===== src/rtl/dmem_arbiter.sv =====
// -----------------------------------------------------------------------------
// dmem_arbiter
//
// Shares the single data-memory port between the core load/store path and an
// external bus master (loader / DMA / debug). Round-robin arbitration with an
// optional bounded lock so the external master can issue back-to-back bursts
// without starving the core.
//
// Parameters
//   MAX_LOCK   maximum consecutive locked external grants while the core waits
//   CNT_W      width of the stall performance counter
//
// Ports
//   clk, reset                 rising-edge clock, synchronous active-high reset
//   core_rd_en/wr_en/addr/
//   wdata/size                 core load/store request
//   core_stall                 core request present but not granted
//   ext_req/we/lock/addr/
//   wdata/size                 external master request
//   ext_gnt                    external access performed this cycle
//   mem_rd_en/wr_en/addr/
//   wdata/size                 data memory control, driven by the winner
//   mem_rdata                  data memory read data (combinational)
//   rdata                      read data passthrough to both requesters
//   stall_cnt                  saturating count of core stall cycles
// -----------------------------------------------------------------------------
module dmem_arbiter #(
   parameter int unsigned MAX_LOCK = 8,
   parameter int unsigned CNT_W    = 32
) (
   input  logic             clk,
   input  logic             reset,
   input  logic             core_rd_en,
   input  logic             core_wr_en,
   input  logic [31:0]      core_addr,
   input  logic [31:0]      core_wdata,
   input  logic [2:0]       core_size,
   output logic             core_stall,
   input  logic             ext_req,
   input  logic             ext_we,
   input  logic             ext_lock,
   input  logic [31:0]      ext_addr,
   input  logic [31:0]      ext_wdata,
   input  logic [2:0]       ext_size,
   output logic             ext_gnt,
   output logic             mem_rd_en,
   output logic             mem_wr_en,
   output logic [31:0]      mem_addr,
   output logic [31:0]      mem_wdata,
   output logic [2:0]       mem_size,
   input  logic [31:0]      mem_rdata,
   output logic [31:0]      rdata,
   output logic [CNT_W-1:0] stall_cnt
);

   localparam int unsigned LOCK_W = $clog2(MAX_LOCK + 1);
   localparam logic [LOCK_W-1:0] LOCK_MAX = LOCK_W'(MAX_LOCK);

   typedef enum logic {
      ARB      = 1'b0,
      EXT_LOCK = 1'b1
   } state_t;

   typedef enum logic {
      OWN_CORE = 1'b0,
      OWN_EXT  = 1'b1
   } owner_t;

   state_t            state, state_nxt;
   owner_t            last_owner, last_owner_nxt;
   logic [LOCK_W-1:0] lock_cnt, lock_cnt_nxt;

   logic core_req;
   logic core_gnt;
   logic ext_win;
   logic lock_full;

   assign core_req  = core_rd_en | core_wr_en;
   assign lock_full = (lock_cnt >= LOCK_MAX);

   // Grant decision: purely combinational from requests and registered state.
   // Reset suppresses every grant so no access (in particular no write) can
   // happen in a reset cycle.
   always_comb begin
      // NOTE: every signal written here gets a default first; a path that
      // leaves one unassigned would infer a latch.
      core_gnt = 1'b0;
      ext_win  = 1'b0;
      if (!reset) begin
         if (core_req && ext_req) begin
            if (state == EXT_LOCK) begin
               // Locked burst: EXT keeps the port until the lock budget is
               // spent, then the core gets one forced slot.
               ext_win  = ~lock_full;
               core_gnt = lock_full;
            end else if (last_owner == OWN_CORE) begin
               ext_win  = 1'b1;
            end else begin
               core_gnt = 1'b1;
            end
         end else begin
            core_gnt = core_req;
            ext_win  = ext_req;
         end
      end
   end

   // Memory port mux. An illegal core rd+wr combination is forwarded as-is.
   always_comb begin
      mem_rd_en = 1'b0;
      mem_wr_en = 1'b0;
      mem_addr  = '0;
      mem_wdata = '0;
      mem_size  = '0;
      if (core_gnt) begin
         mem_rd_en = core_rd_en;
         mem_wr_en = core_wr_en;
         mem_addr  = core_addr;
         mem_wdata = core_wdata;
         mem_size  = core_size;
      end else if (ext_win) begin
         mem_rd_en = ~ext_we;
         mem_wr_en = ext_we;
         mem_addr  = ext_addr;
         mem_wdata = ext_wdata;
         mem_size  = ext_size;
      end
   end

   assign core_stall = core_req & ~core_gnt & ~reset;
   assign ext_gnt    = ext_win;
   assign rdata      = mem_rdata;

   // Next-state logic for the lock FSM and round-robin pointer.
   always_comb begin
      state_nxt      = state;
      last_owner_nxt = last_owner;
      lock_cnt_nxt   = lock_cnt;

      if (core_gnt) begin
         last_owner_nxt = OWN_CORE;
      end else if (ext_win) begin
         last_owner_nxt = OWN_EXT;
      end

      unique case (state)
         ARB: begin
            if (ext_win && ext_lock) begin
               state_nxt    = EXT_LOCK;
               lock_cnt_nxt = LOCK_W'(1);
            end
         end
         EXT_LOCK: begin
            // Release on request drop, on an unlocked grant, or once the core
            // has taken its forced slot.
            if (!ext_req || (ext_win && !ext_lock) || core_gnt) begin
               state_nxt    = ARB;
               lock_cnt_nxt = '0;
            end else if (ext_win) begin
               // With the core idle the burst may run on; the count simply
               // parks at MAX_LOCK until the core asks for the port.
               lock_cnt_nxt = lock_full ? lock_cnt : lock_cnt + LOCK_W'(1);
            end
         end
         default: begin
            state_nxt    = ARB;
            lock_cnt_nxt = '0;
         end
      endcase
   end

   // last_owner resets to EXT so the core wins the first tie after reset.
   always_ff @(posedge clk) begin
      // NOTE: sequential state uses non-blocking assignments so every register
      // samples the pre-edge values regardless of statement order.
      if (reset) begin
         state      <= ARB;
         last_owner <= OWN_EXT;
         lock_cnt   <= '0;
         stall_cnt  <= '0;
      end else begin
         state      <= state_nxt;
         last_owner <= last_owner_nxt;
         lock_cnt   <= lock_cnt_nxt;
         if (core_stall && (stall_cnt != '1)) begin
            stall_cnt <= stall_cnt + CNT_W'(1);
         end
      end
   end

endmodule


===== config.mk =====
export PLATFORM = sky130hd
export DESIGN_NAME = dmem_arbiter
export DESIGN_NICKNAME = d
export VERILOG_FILES = /design/src/rtl/dmem_arbiter.sv
export SDC_FILE = /design/constraint.sdc
export NUM_CORES = 1
export LEC_CHECK = 0
export ABC_CLOCK_PERIOD_IN_PS = 3810
export CAP_MARGIN = 0
export CORE_AREA = 5 5 118 120
export DETAILED_ROUTE_END_ITERATION = 8
export DIE_AREA = 0 0 123 125
export PLACE_DENSITY = 0.78
export SYNTH_ARGS = -nofsm -noshare
export SYNTH_HDL_FRONTEND = slang
export SYNTH_SLANG_ARGS = --single-unit

===== constraint.sdc =====
create_clock -name clk -period 3.81 [get_ports clk]
set_input_delay 0.762 -clock clk [delete_from_list [all_inputs] [get_ports clk]]
set_output_delay 0.762 -clock clk [all_outputs]
set_load 0.01 [all_outputs]

[After elaboration in Yosys (flattened, before gate mapping)]
Index checks and enable logic that the tools add are counted.
Operators by class
  mux-type cells: 28
  $add $sub $neg: 2
  reduce and logical (&&, ||, !) cells: 10
  bitwise logic cells: 8
  order comparisons: 1
  eq/ne operators: 4
Operator list (count)
  32-bit two-way mux: 4
  32-bit by 1-bit adder with 32-bit output, second input constant: 1
  32-bit != test, second input constant: 1
  1-bit two-way mux: 16
  4-bit two-way mux: 4
  4-bit case mux with 2 select lines: 1
  3-bit two-way mux: 2
  1-bit inverter: 5
  4-bit by 1-bit adder with 4-bit output, second input constant: 1
  4-bit greater-or-equal comparator, second input constant: 1
  1-bit logical AND: 4
  3-bit by 1-bit != test with 1-bit output, second input constant: 1
  3-bit by 2-bit != test with 1-bit output, second input constant: 1
  3-bit AND reduction: 1
  1-bit bitwise AND: 2
  1-bit logical NOT: 2
  1-bit logical OR: 2
  2-bit != test, second input constant: 1
  1-bit case mux with 2 select lines: 1
  2-bit nonzero test: 1
  1-bit OR: 1
Storage, ports and cells
  register bits after elaboration: 38
  output and inout port bits: 135
  input bits: 173

[Logic depth before layout (Yosys ltp)]
  depth after elaboration: 10
  mapped depth: 7

[Worst setup path after synthesis]
Ideal clock, no wire load.
  kind: in2out
  start: input core_wr_en
  end: output mem_addr[23]
  arrival: 2.006 ns
  buffers on the path: 1
  path slack: 1.042 ns
  cell stages on the path: 5
  path through: nor2_1 o21ai_0 nor2_1 clkbuf_1 a22o_1
On the way
  longest elaborated chain between the ends: 6
  elaborated cells on any way between the ends: 8
Ends and longest elaborated chain
  start: declaration: RTL line 34  | input logic core_wr_en,
  1-bit OR: RTL line 78  | assign core_req = core_rd_en | core_wr_en;
  1-bit logical AND: RTL line 90  | if (core_req && ext_req) begin
  1-bit two-way mux: RTL line 90
  1-bit two-way mux: RTL line 89  | if (!reset) begin
  named net ext_gnt: RTL line 45  | output logic ext_gnt,
  32-bit two-way mux: RTL line 121  | end else if (ext_win) begin
  32-bit two-way mux: RTL line 115  | if (core_gnt) begin
  end: declaration: RTL line 48  | output logic [31:0] mem_addr,
The timed path passes the listed nets, and every way through them passes these cells.

[Worst setup path in the final report]
  start: input core_wr_en
  end: output mem_addr[2]
On the way
  longest elaborated chain between the ends: 6
  elaborated cells on any way between the ends: 8
Ends and longest elaborated chain (RTL line)
  1-bit OR *: 78
  1-bit logical AND: 90
  1-bit two-way mux: 90
  1-bit two-way mux: 89
  32-bit two-way mux: 121
  32-bit two-way mux *: 115
Every way passes the cells marked *; elsewhere a longest branch is shown, timed or not.

==> flow_summary.toml <==
[routing]
ant_nets = 0
first_pass_iters = 4
drcViolationCount = 0
dr_total_vias = 3726
avgRoutedWirePerCell_um = 20.90
wl_um = 15400
first_iter_violations = 187
avgViaCountPerCell = 5.056

[clock_tree]
clk_path_buf_depth = 2
cts_resized = 0
htree_levels = 2
insertion_delay_ns = 0.28
cts_setup_buffers = 0
cts_inserted_buffers = 5
cts.clk_slew.worst_paths_ns = 0.06
cts_tree = "yes"
cts_root_buf = "clkbuf_16"
hold_buffers = 0
cts_num_sinks = 38

[timing]
fin_skew_ns = 0.005184
rsz0062_at_grt = "false"
period_share_pct = 97.76
worst_pin_slew_ns = 0.5153
fmax_ghz = 0.2685
slew_violations = 0
finalWorstPathRequiredPeriod_ns = 3.725
hold_viol_final = 0
setup_viol = 0
fin_setup_tns_ns = 0
max_slew_margin_pct = 65.33
holdWs_ns = 0.5099

[setup_path]
worst_ep_arrival_time_ns = 2.96
end_kind = "output pin"
startpoint = "core_wr_en"
cp_max_fo = 54
cp.required_ns = 3.05
critical_path_class = "in2out"
r2r-start = "state"
start_kind = "input port"
rrSetupSlack_ns = 1.47

[synthesis]
syn_nets = 529
synth_top_area_share_pct = 25.73
netlist_instances = 353
netlist-cell-type-count = 56
synth-async-reset-ratio_pct = 0
synth.avg_cell_area_sq_um = 8.376
synth_area_leaders = "dfxtp_1 26%, a22o_1 20%, buf_4 8.6%, a21oi_1 3.9%, o31ai_1 2.3%"
synth_largest_area_cell = "dfxtp_1"
netlist_area_sq_um = 2957
synth_ff_type = "dfxtp_1"
synth.most_common_cell = "a22o_1"
synth_commonest_cells = "68 x a22o_1, 38 x dfxtp_1, 34 x buf_4"
yosysWarnings = 0
yosysSeqAreaShare_pct = 25.73
synth-edff-count = 0
ys_ff_latch = 38

[min_path]
hold_start = "lock_cnt[2]"
min_path_type = "reg2reg"

[power_and_ir_drop]
power.leakage_nw = 1.943
pwr_density_cell_nw_per_um2 = 256.8
ir_drop_mv = 0.1370

[floorplan]
initial_core_util_pct = 22.96
fp.coreArea_sq_um = 12870
ios = 308
rows = 42
die_y_um = 125
dieArea_sq_um = 15380
die_x_um = 123

[global_route]
gr-usage-all-layers_pct = 19.14
overflow = 0
grt_antenna_before_repair = 6
grt_pass1_wl_um = 22460
grt_max_degree = 55
grt_pass1_vias = 3882

[layout]
fin_nets = 736
fin_cells = 737
layout-drive-gt1-share_pct = 6.952
final_util_pct = 43.39
diodes = 0
area_delta_synth_final_pct = 88.95

[flow_run]
maxCapViolCount = 0

[place]
post-dp-hpwl_um = 13340
port_buffers = 243
globalplace.congestion = 0.9241
placed_cells = 729

[run_status]
status = "completed"
[final timing paths]
path	end	cells after the start
hold / removal	lock_cnt[2]	2
setup / recovery	mem_addr[2]	7
hold reg to reg	lock_cnt[2]	2
setup reg to reg	stall_cnt[24]	6
[sequential cells by signal, summed over array words and instances (netlist names)]
| name | flops |
|---|---|
| stall_cnt | 32 |
| state | 1 |
| last_owner | 1 |
| lock_cnt | 4 |
[where the power goes]
| group | internal (mW) | switching, mW | leakage [nW] |
|---|---|---|---|
| clock network | 0.376 | 0.169 | 0.0940 |
| registers | 0.401 | 0.00391 | 0.307 |
| logic | 0.304 | 0.180 | 1.54 |
| total | 1.08 | 0.354 | 1.94 |
[through the flow]
stage | worst slack, ns | total power, mW | area, sq um
after floorplan | 1.042 | 0.6023 | 2957
after global placement | 0.09341 | 0.8959 | 5393
after detailed placement | 0.07206 | 0.9012 | 5393
after CTS | 0.06714 | 1.452 | 5587
after global routing | 0.01296 | 1.491 | 5587
final | 0.08538 | 1.435 | 5587
[worst max-delay path, cell delays in order]
cell,delay [ns]
clkdlybuf4s50_1,0.54
nor2_1,0.08
buf_4,0.15
a211oi_4,0.32
buf_12,0.27
a22o_1,0.23
clkdlybuf4s50_1,0.59
[routing by layer]
metal / global-route usage (%) / share of wire (%)
met5: 0 / 0.45
met4: 6.775 / 3.4
met3: 8.356 / 10
met2: 35.70 / 53
met1: 18.37 / 33
[layout make-up]
cell class              instances  area, sq um
repair buffers                253         2532
well taps                     176        220.2
clock inverters                 3        68.82
fillers                      1265         7288
inverters                       9        33.78
flip-flops and latches         38        760.7
multi-input cells             253         1846
clock buffers                   5        125.1
[cell families after synthesis]
logic type	Yosys count	synth area share, %
xor+xnor	3	0.8889
compound gates	133	34.87
fa+ha+maj	3	1.270
flops	38	25.73
buf+inv	62	12.53
simple gates	107	22.05
mux	7	2.666
[cell usage in the layout, fill, tap and decap left out, types with 3 or more instances in the layout]
master           count
nor2_1              16
a21oi_1             23
or3_1               10
and4_1               4
a22o_1              68
nor3_1               5
and2_1               5
nand3_1             10
ha_1                 3
or4_1                8
o21ai_0              8
and3_1               4
nand2_1             15
clkdlybuf4s50_1    243
o41ai_1              3
nor2b_1              4
inv_1                9
buf_4                8
dfxtp_1             38
clkbuf_16            5
nand4_1              8
o211ai_1             4
or2_2                3
o31ai_1              9
No activity file was read; power rests on OpenSTA's default activity.
